--- config.mk ---
export PLATFORM = sky130hd
export DESIGN_NAME = bipolar_estimate_collector
export DESIGN_NICKNAME = d
export VERILOG_FILES = /design/src/rtl/bipolar_estimate_collector.sv
export SDC_FILE = /design/constraint.sdc
export NUM_CORES = 1
export LEC_CHECK = 0
export ABC_CLOCK_PERIOD_IN_PS = 18900
export BUFFER_PORTS_ARGS = -buffer_cell sky130_fd_sc_hd__buf_2
export CORE_MARGIN = 3
export CORE_UTILIZATION = 52
export DETAILED_ROUTE_END_ITERATION = 7
export PLACE_DENSITY = 0.76
export SETUP_SLACK_MARGIN = 0.15
export SLEW_MARGIN = 20
export SYNTH_ARGS = -nofsm -noshare
export SYNTH_HDL_FRONTEND = slang
export SYNTH_SLANG_ARGS = --single-unit
--- constraint.sdc ---
create_clock -name clk -period 18.9 [get_ports clk]
set_input_delay 2.835 -clock clk [delete_from_list [all_inputs] [get_ports clk]]
set_output_delay 2.835 -clock clk [all_outputs]
set_load 0.03 [all_outputs]
--- src/rtl/bipolar_estimate_collector.sv ---
// Collects LANES sign bits per beat into an HV_DIM-bit bipolar estimate, counting flips vs. the previous estimate.
// Optional HV_EARLY_STOP_EN: parks in DONE after a converged or timed-out estimate transfers.
module bipolar_estimate_collector #(
  parameter int HV_DIM      = 256,
  parameter int LANES       = 8,
  parameter int FLIP_THRESH = 0,
  parameter int MAX_ITER    = 16
) (
  input  logic                        clk,
  input  logic                        rst,
  input  logic                        clear,
  input  logic                        in_valid,
  output logic                        in_ready,
  input  logic [LANES-1:0]            in_bits,
  output logic                        out_valid,
  input  logic                        out_ready,
  output logic [HV_DIM-1:0]           out_vector,
  output logic [$clog2(HV_DIM+1)-1:0] out_flips,
  output logic                        out_converged,
  output logic                        out_timeout,
  output logic [$clog2(MAX_ITER)-1:0] out_iter
);

  localparam int BEATS = HV_DIM / LANES;
  localparam int BW    = (BEATS > 1) ? $clog2(BEATS) : 1;
  localparam int FW    = $clog2(HV_DIM + 1);
  localparam int IW    = $clog2(MAX_ITER);

  localparam logic [BW-1:0] BEAT_LAST = BW'(BEATS - 1);
  localparam logic [FW-1:0] THRESH    = FW'(FLIP_THRESH);
  localparam logic [IW-1:0] ITER_LAST = IW'(MAX_ITER - 1);

`ifdef HV_EARLY_STOP_EN
  typedef enum logic [1:0] {COLLECT, HOLD, DONE} state_t;
`else
  typedef enum logic [1:0] {COLLECT, HOLD} state_t;
`endif

  state_t state_q, state_d;

  logic [BW-1:0]     beat_q, beat_d;
  logic [FW-1:0]     acc_q, acc_d;
  logic [FW-1:0]     flips_q, flips_d;
  logic [IW-1:0]     iter_q, iter_d;
  logic [HV_DIM-1:0] cur_q, cur_d;
  logic [HV_DIM-1:0] prev_q, prev_d;

  logic              beat_fire;
  logic              out_fire;
  logic              last_beat;
  logic [LANES-1:0]  prev_slice;
  logic [FW-1:0]     beat_flips;
  int                shamt;

  function automatic logic [FW-1:0] popcount(input logic [LANES-1:0] v);
    logic [FW-1:0] n;
    n = '0;
    for (int i = 0; i < LANES; i++) begin
      n = n + FW'(v[i]);
    end
    return n;
  endfunction

  assign shamt      = int'(beat_q) * LANES;
  assign prev_slice = LANES'(prev_q >> shamt);
  assign beat_flips = popcount(in_bits ^ prev_slice);
  assign last_beat  = (beat_q == BEAT_LAST);
  assign beat_fire  = in_valid && in_ready;
  assign out_fire   = out_valid && out_ready && !clear;

  always_ff @(posedge clk or posedge rst) begin
    if (rst) begin
      state_q <= COLLECT;
    end else begin
      state_q <= state_d;
    end
  end

  // clear wins over both handshakes; a transfer may park in DONE when early stop is built in
  always_comb begin
    state_d = state_q;
    if (clear) begin
      state_d = COLLECT;
    end else begin
      case (state_q)
        COLLECT: if (beat_fire && last_beat) state_d = HOLD;
        HOLD: begin
          if (out_fire) begin
`ifdef HV_EARLY_STOP_EN
            state_d = (out_converged || out_timeout) ? DONE : COLLECT;
`else
            state_d = COLLECT;
`endif
          end
        end
`ifdef HV_EARLY_STOP_EN
        DONE:    state_d = DONE;
`endif
        default: state_d = COLLECT;
      endcase
    end
  end

  always_comb begin
    in_ready  = (state_q == COLLECT) && !clear;
    out_valid = (state_q == HOLD);
  end

  always_ff @(posedge clk or posedge rst) begin
    if (rst) begin
      beat_q  <= '0;
      acc_q   <= '0;
      flips_q <= '0;
      iter_q  <= '0;
      cur_q   <= '0;
      prev_q  <= '0;
    end else begin
      beat_q  <= beat_d;
      acc_q   <= acc_d;
      flips_q <= flips_d;
      iter_q  <= iter_d;
      cur_q   <= cur_d;
      prev_q  <= prev_d;
    end
  end

  // Flips accumulate per beat against the matching slice of the previous estimate
  always_comb begin
    beat_d  = beat_q;
    acc_d   = acc_q;
    flips_d = flips_q;
    iter_d  = iter_q;
    cur_d   = cur_q;
    prev_d  = prev_q;
    if (clear) begin
      beat_d  = '0;
      acc_d   = '0;
      flips_d = '0;
      iter_d  = '0;
      prev_d  = '0;
    end else begin
      if (beat_fire) begin
        cur_d = (cur_q & ~({{(HV_DIM-LANES){1'b0}}, {LANES{1'b1}}} << shamt))
              | (HV_DIM'(in_bits) << shamt);
        if (last_beat) begin
          beat_d  = '0;
          acc_d   = '0;
          flips_d = acc_q + beat_flips;
        end else begin
          beat_d = beat_q + 1'b1;
          acc_d  = acc_q + beat_flips;
        end
      end
      if (out_fire) begin
        prev_d = cur_q;
        beat_d = '0;
        acc_d  = '0;
        iter_d = (iter_q == ITER_LAST) ? iter_q : iter_q + 1'b1;
      end
    end
  end

  assign out_vector    = cur_q;
  assign out_flips     = flips_q;
  assign out_iter      = iter_q;
  assign out_converged = (iter_q != '0) && (flips_q <= THRESH);
  assign out_timeout   = (iter_q == ITER_LAST);

endmodule

# After elaboration in Yosys (flattened, before gate mapping)
# Index checks and enable logic that the tools add are counted.
# W data, S select, Z words.
# totals
out_inout_bits	273
word_cells	69
input_bits	13
register_bits	541
# classes
magnitude_cmp	1
n_bitwise	5
n_mux	20
n_eq_ne	6
add_sub_neg	10
shift	3
reduce_logical	17
# ops
cell	n
$mux W256	2
$and A256 B256 Y256	1
$not A256 Y256	1
$or A256 B256 Y256	1
$shl A8 B8 Y256	1
$shl A8 B8 Y256 const A	1
$shr A256 B8 Y8	1
$mux W9	7
$mux W5	4
$mux W4	3
$add A9 B8 Y9	1
$le A9 B1 Y1 const B	1
$add A7 B1 Y8	1
$reduce_and A2 Y1	4
$xor A8 B8 Y8	1
$add A6 B1 Y7	1
$add A5 B1 Y6	1
$logic_and A1 B1 Y1	6
$mux W2	3
$reduce_bool A2 Y1	3
$add A4 B1 Y5	1
$add A5 B1 Y5 const B	1
$eq A5 B5 Y1 const B	1
$add A3 B1 Y4	1
other kinds (14)	14

# Longest topological paths before layout
# Gate-level depths: netlist of the first run.
# depth
ltp_word	14
mapped_depth	21
mapped_depth_nobuf	18

# Least setup slack after synthesis of the first run
# Ideal clock, no wire load.
# synth_path
kind	input -> output
start	input clear
end	output in_ready
path_buffers	1
t_arrival_ns	3.446
path_stages	2
setup_slack_ns	12.619
t_required_ns	16.065
path_cell_list	clkbuf_1 > nor2_1
# synth_between
elab_chain_cells	2
# synth_lines
element	line	source
from (decl)	11	input logic clear,
$logic_not A1 Y1	105	in_ready = (state_q == COLLECT) && !clear;
$logic_and A1 B1 Y1	105	
to (decl)	13	output logic in_ready,
# No other way between the ends.

# Final worst setup path of the first run
# Same ends and word-level chain as after synthesis.

==> flow_summary_export.csv, run 1 <==
group,metric,value,unit
outcome,status,"finished, final reports clean",
sta,rsz_0062_raised_after_global_routing,"false",
layout,commonest_cells_after_routing_fill_and_taps_aside,"dfrtp_1 (538), nand2_1 (336), buf_2 (285)",
global_routing,track_usage,33.7,%
pwr,intPower,1.93,mW
pwr,power.leakage,12.5,nW
yosys,ys_types,48,
critical_path,worst_ep_arrival_time,3.43,ns
yosys,synthDominantAreaCellType,"dfrtp_1",
pwr,sequentialPowerShare,46.8,%
worst_hold_path,worst_hold_startpoint,"prev_q[110]",
cts,cts-buffers-inserted,52,
layout,mostFrequentLayoutCell,"dfrtp_1",
layout,final_nets,2070,
critical_path,reg2reg_setup_slack,12.64,ns
route,routed_wire_length_per_instance,29.2,um
sta,finalHoldViolCount,0,
place,routabilityCongestion,0.970,
cts,cts_max_level,2,
global_routing,grt_antenna_before_repair,8,
critical_path,timing.critical_path.fanout_max,15,
sta,slew_violations,0,
route,route.vias.total,17369,
yosys,yosys-top-cells-area,"dfrtp_1 (62%), a22o_1 (11%), o21ai_0 (6.2%)",
critical_path,cpPeakStageDelay,0.31,ns
pwr,combinationalPowerShare,10.6,%
sta,max_freq,160,MHz
yosys,seq_area_frac_synth,61.9,%
critical_path,data_required_time_at_the_worst_endpoint,16.07,ns
cts,path_clk_slew,0.06,ns
yosys,yosys.area.top_type_share,61.9,%
sta,fin_crit_sh,33.1,%
critical_path,crit_end,"in_ready",
global_routing,grt_first_pass_wirelength,110,mm
sta,slew_headroom,23.6,%
yosys,ys.flop_type,"dfrtp_1",
route,drtIter0Drc,2224,
yosys,syn_area_per_cell,12.1,um^2
critical_path,cells_along_the_critical_path,"buf_2, nor2_1, buf_2",
critical_path,critPathLaunchType,"input port",
route,count_of_antenna_violating_nets_left_after_detailed_routing,0,
sta,clock_tree_skew_after_final_layout,0.0279,ns
cts,cts-root-buf,"clkbuf_16",
yosys,mapped_nets,1834,
critical_path,critical_path.slowest_cell,"buf_2",
floorplanning,die_x,211,um
global_routing,pin_count_of_the_biggest_net_entering_global_routing,248,
route,drcViolationCount,0,
global_routing,first_global_vias,16498,
yosys,post_synth_inst_count,1801,
yosys,ys_ff_latch,540,
layout,syn_to_final_growth,16.7,%
route,detail_route.wirelength,76.4,mm
floorplanning,die_height,211,um
critical_path,timing.critical_path.from,"clear",
place,io_buffers,285,
critical_path,rr_startpoint,"beat_q[1]",
pwr,power_per_cell_area,103,nW/um^2
pwr,power_switching,0.702,mW
cts,cts.repair.resized,0,
place,post-dp-hpwl,49.1,mm
yosys,ys.warnings.count,0,
worst_hold_path,min-delay-path-class,"flop to flop",
sta,timing.final.setup_violations,0,
floorplanning,pin_count,286,
critical_path,worst_setup_path_end_kind,"output pin",
sta,layout_min_cycle_time,6.26,ns
floorplanning,placement_rows,74,
cts,cts_hold_buf,0,
layout,drive_gt1_share,20.9,%
run,maxCapViolations,0,
yosys,synth-edff-count,0,
cts,clk_path_buf_depth,3,
floorplanning,start_util,53.0,%
sta,setup_total_negative_slack,0,ns
global_routing,globalRoute.totalOverflow,0,
pwr,netSwitchingFraction,26.7,%
place,dp_worst_setup_slack,12.47,ns
sta,layout_setup_ws,12.64,ns
pwr,ir_worst_vdd,0.0708,mV
floorplanning,core_region_area,41200,um^2
cts,postCtsSetupBuffers,0,
cts,cts_sinks,540,
critical_path,cp_common_cell,"buf_2",
cts,clock_tree_from_tritoncts,"built",
critical_path,r2r_cells,19,
yosys,syn_area,21800,um^2
yosys,ys_async_sr_fraction,100,%
critical_path,r2r_end,"acc_q[4]",
route,via_per_inst,6.63,
cts,clock_insertion_delay_worst_skew,0.58,ns
sta,tightest_slew,1.15,ns
route,dr.pass1.iters,6,
pwr,power.share.clock,42.6,%
floorplanning,total_die_area,44500,um^2
critical_path,worstSetupPathType,"input port to output pin",
-- layer usage --
metal	up-vias	global-route usage, %	share of wire (%)
met5	-	0	0.017
met4	2	15.4	5.2
met3	229	9.68	12
met2	1250	48.7	44
met1	8810	47.8	39
li1	7078	-	-
-- power by group through the flow --
stage	Combinational, mW	Clock, mW	Sequential [mW]
after global routing	0.294	1.17	1.23
after detailed placement	0.271	0	1.25
after global placement	0.265	0	1.25
after CTS	0.274	1.12	1.23
final	0.278	1.12	1.23
after floorplan	0.124	0	1.29
-- cells in the mapped netlist (all sizes together) (2+ instances only) --
library cell,n
mux4,48
clkbuf,82
and3,8
xnor2,8
nor2b,4
nand2,336
a22oi,8
nor3b,2
nor4b,2
dfrtp,540
fa,5
or3b,2
nor2,20
a31oi,5
a21oi,16
o22ai,9
buf,36
mux2i,33
xor2,9
o21ai,270
ha,15
a21o,2
inv,15
a211oi,16
nand3,13
nand4,3
o221ai,8
and2,6
a22o,270
-- area by class of cell --
class | count | area [um^2]
inverter | 15 | 63.8
fill | 3162 | 15700
sequential | 540 | 13500
timing repair buffer | 300 | 1590
antenna | 7 | 17.5
tap | 532 | 666
multi-input combinational | 1128 | 7780
clock buffer | 76 | 1560
clock inverter | 21 | 298
-- how the worst min path moves through the flow --
stage | end | slack, ns | depth (start not counted)
finish | prev_q[110] | 0.50 | 1
floorplan | acc_q[1] | 0.46 | 2
detailed placement | prev_q[172] | 0.49 | 1
global route | prev_q[238] | 0.51 | 1
CTS | prev_q[191] | 0.50 | 1
global placement | prev_q[241] | 0.48 | 1
-- state kept, by name (all words and copies together) (netlist names) --
name / flops
out_iter: 4
state_q: 1
beat_q: 5
out_vector: 256
prev_q: 256
acc_q: 9
out_flips: 9
-- stage by stage --
stage | hold WS (ns) | power, mW | cell area (um^2) | util [%] | instances
floorplan | 0.456 | 1.42 | 21800 | - | 1801
global placement | 0.479 | 1.51 | 23600 | 57.2 | 2513
detailed placement | 0.487 | 1.52 | 23600 | 57.2 | 2513
CTS | 0.502 | 2.63 | 25400 | 61.7 | 2610
global route | 0.509 | 2.69 | 25500 | 61.9 | 2614
finish | 0.501 | 2.63 | 25500 | 61.9 | 2619
-- cells by family after synthesis --
kind of cell | Yosys count | synth area share, %
fa+ha+maj | 20 | 1.32
buf+inv | 133 | 2.69
flops | 540 | 61.9
mux | 81 | 6.75
xor+xnor | 17 | 0.682
simple gates | 401 | 7.44
compound gates | 609 | 19.3
-- critical path, delay by kind of cell --
family | cells | cell delay (ns)
buf+inv | 2 | 0.50
simple gates | 1 | 0.08
Power figures use the tool's default switching activity.
==> run 2: changes to the inputs <==
Settings changed: ABC_CLOCK_PERIOD_IN_PS 18900 to 5300.
Clock period 18.9 ns to 5.3 ns, I/O delays scaled along.
==> run 2 against run 1 <==
Via count fell by 0.94%. Sequential cell count did not move. Design area rose by 0.76%. Core utilization rose by 0.47 points. Critical path type is now flop to flop. Largest power group unchanged.
==> flow_summary_export.csv, run 2 (synthesis results as in run 1) <==
group,metric,value,unit
route,dr.pass1.iters,6,
global_routing,grt_first_pass_wirelength,113,mm
layout,final_nets,2094,
critical_path,rr_startpoint,"beat_q[0]",
floorplanning,pin_count,286,
sta,fin_crit_sh,93.0,%
critical_path,cp.depth,18,
sta,slew_headroom,24.9,%
floorplanning,die_height,211,um
critical_path,data_required_time_at_the_worst_endpoint,5.76,ns
pwr,ir_worst_vdd,0.249,mV
route,count_of_antenna_violating_nets_left_after_detailed_routing,0,
sta,finalHoldViolCount,0,
sta,rsz_0062_raised_after_global_routing,"false",
floorplanning,start_util,53.0,%
critical_path,cells_along_the_critical_path,"mux4_1, a22o_1, a211oi_2, a21oi_1, xor2_1, fa_1, inv_1, fa_1, inv_1, fa_1, fa_2, inv_1, fa_2, nor2b_2, o21ai_2, a21oi_2, xnor2_1, o21ai_0",
place,post-dp-hpwl,51.0,mm
layout,syn_to_final_growth,17.6,%
pwr,power_per_cell_area,360,nW/um^2
floorplanning,total_die_area,44500,um^2
global_routing,first_global_vias,16607,
critical_path,critPathLaunchType,"flop",
pwr,power_switching,2.52,mW
global_routing,grt_antenna_before_repair,3,
sta,setup_total_negative_slack,0,ns
critical_path,critical-path-top-delay-family,"adder cells",
run,maxCapViolations,0,
route,routed_wire_length_per_instance,29.5,um
route,via_per_inst,6.52,
pwr,netSwitchingFraction,27.3,%
cts,clock_tree_from_tritoncts,"built",
critical_path,r2r_end,"acc_q[8]",
cts,cts_max_level,2,
worst_hold_path,min-delay-path-class,"input port to asynchronous set/reset pin",
layout,mostFrequentLayoutCell,"dfrtp_1",
outcome,status,"finished, final reports clean",
global_routing,globalRoute.totalOverflow,0,
pwr,power.share.clock,41.5,%
sta,slew_violations,0,
critical_path,critical_path.slowest_cell,"mux4_1",
route,drcViolationCount,0,
route,detail_route.wirelength,77.8,mm
cts,path_clk_slew,0.06,ns
critical_path,worstSetupPathType,"flop to flop",
pwr,sequentialPowerShare,47.3,%
cts,cts-root-buf,"clkbuf_16",
route,drtIter0Drc,2387,
critical_path,worst_ep_arrival_time,5.39,ns
sta,layout_min_cycle_time,4.93,ns
place,routabilityCongestion,0.948,
layout,drive_gt1_share,21.8,%
global_routing,pin_count_of_the_biggest_net_entering_global_routing,257,
sta,tightest_slew,1.12,ns
global_routing,track_usage,34.6,%
cts,cts_sinks,540,
cts,cts_hold_buf,0,
cts,clock_insertion_delay_worst_skew,0.62,ns
pwr,intPower,6.73,mW
sta,clock_tree_skew_after_final_layout,0.0266,ns
critical_path,timing.critical_path.from,"beat_q[0]",
layout,commonest_cells_after_routing_fill_and_taps_aside,"dfrtp_1 (538), nand2_1 (335), buf_2 (286)",
pwr,power.leakage,12.6,nW
critical_path,reg2reg_setup_slack,0.37,ns
cts,clk_path_buf_depth,3,
route,route.vias.total,17205,
critical_path,cpPeakStageDelay,0.57,ns
place,placed_cells_incl_taps,2534,
critical_path,crit_end,"acc_q[8]",
sta,max_freq,203,MHz
cts,cts-buffers-inserted,53,
layout,post_layout_nonfiller_instances,2640,
floorplanning,die_x,211,um
critical_path,worst_setup_path_end_kind,"flop",
pwr,combinationalPowerShare,11.2,%
critical_path,timing.critical_path.fanout_max,6,
critical_path,bufs_and_invs_on_worst_path,3,
floorplanning,placement_rows,74,
place,io_buffers,285,
critical_path,r2r_cells,18,
sta,timing.final.setup_violations,0,
layout,utilization,62.4,%
pwr,total_power,9.25,mW
floorplanning,core_region_area,41200,um^2
## run 2: changes by cell type in the layout (fill, tap and decap cells not counted), moves of 3 or more
cell       before  now
buf_4          10   26
inv_6           0    3
buf_12          2    7
bufinv_16       7    3
clkinv_2       11    3
clkbuf_1        9   17
## run 2: how the worst min path moves through the flow
stage	end
2_1_floorplan	acc_q[1]
3_3_place_gp	acc_q[1]
3_5_place_dp	prev_q[110]
5_1_grt	out_vector[113]
6_report	out_vector[113]
4_1_cts	out_vector[113]
## run 2: area by class of cell
| class | count | area, um^2 |
|---|---|---|
| inverter | 15 | 60.1 |
| antenna | 5 | 12.5 |
| timing repair buffer | 323 | 1860 |
| clock buffer | 85 | 1600 |
| tap | 532 | 666 |
| multi-input combinational | 1128 | 7810 |
| fill | 3170 | 15500 |
| sequential | 540 | 13500 |
| clock inverter | 12 | 168 |
## run 2: power groups by stage
stage               clock network [mW]  registers (mW)  logic (mW)
global placement                     0            4.45       0.981
CTS                               3.84            4.37        1.00
global route                      4.03            4.39        1.10
finish                            3.84            4.38        1.04
detailed placement                   0            4.45       0.998
floorplan                            0            4.60       0.444
## run 2: what timing repair did
action	CTS	global route
gates cloned	0	1
setup buffers	0	2
resized for setup	1	12
endpoints found under the setup margin	4	9
## run 2: routing by layer
layer / vias up / share of wire (%) / global-route usage (%)
met5: - / 0.031 / 1.19
met4: 4 / 5.1 / 15.9
met3: 216 / 12 / 11.1
met2: 1188 / 44 / 49.5
met1: 8685 / 39 / 48.8
li1: 7112 / - / -
## run 2: worst register-to-register path: cells and delay by family, from the launching register on
family	cells	cell delay, ns
AO/OA/AOI/OAI	6	1.00
adder cells (fa/ha/maj)	5	2.09
buffers and inverters	3	0.16
flip-flops	1	0.50
multiplexers	1	0.57
AND/OR/NAND/NOR	1	0.14
XOR/XNOR	2	0.31
## run 2: metrics by stage
| stage | hold slack (ns) | cell area [um^2] | setup WS, ns |
|---|---|---|---|
| floorplan | 0.456 | 21900 | -2.84 |
| global route | 0.425 | 25700 | 0.174 |
| detailed placement | 0.487 | 23800 | 0.109 |
| CTS | 0.383 | 25600 | 0.162 |
| finish | 0.377 | 25700 | 0.370 |
| global placement | 0.479 | 23800 | 0.192 |
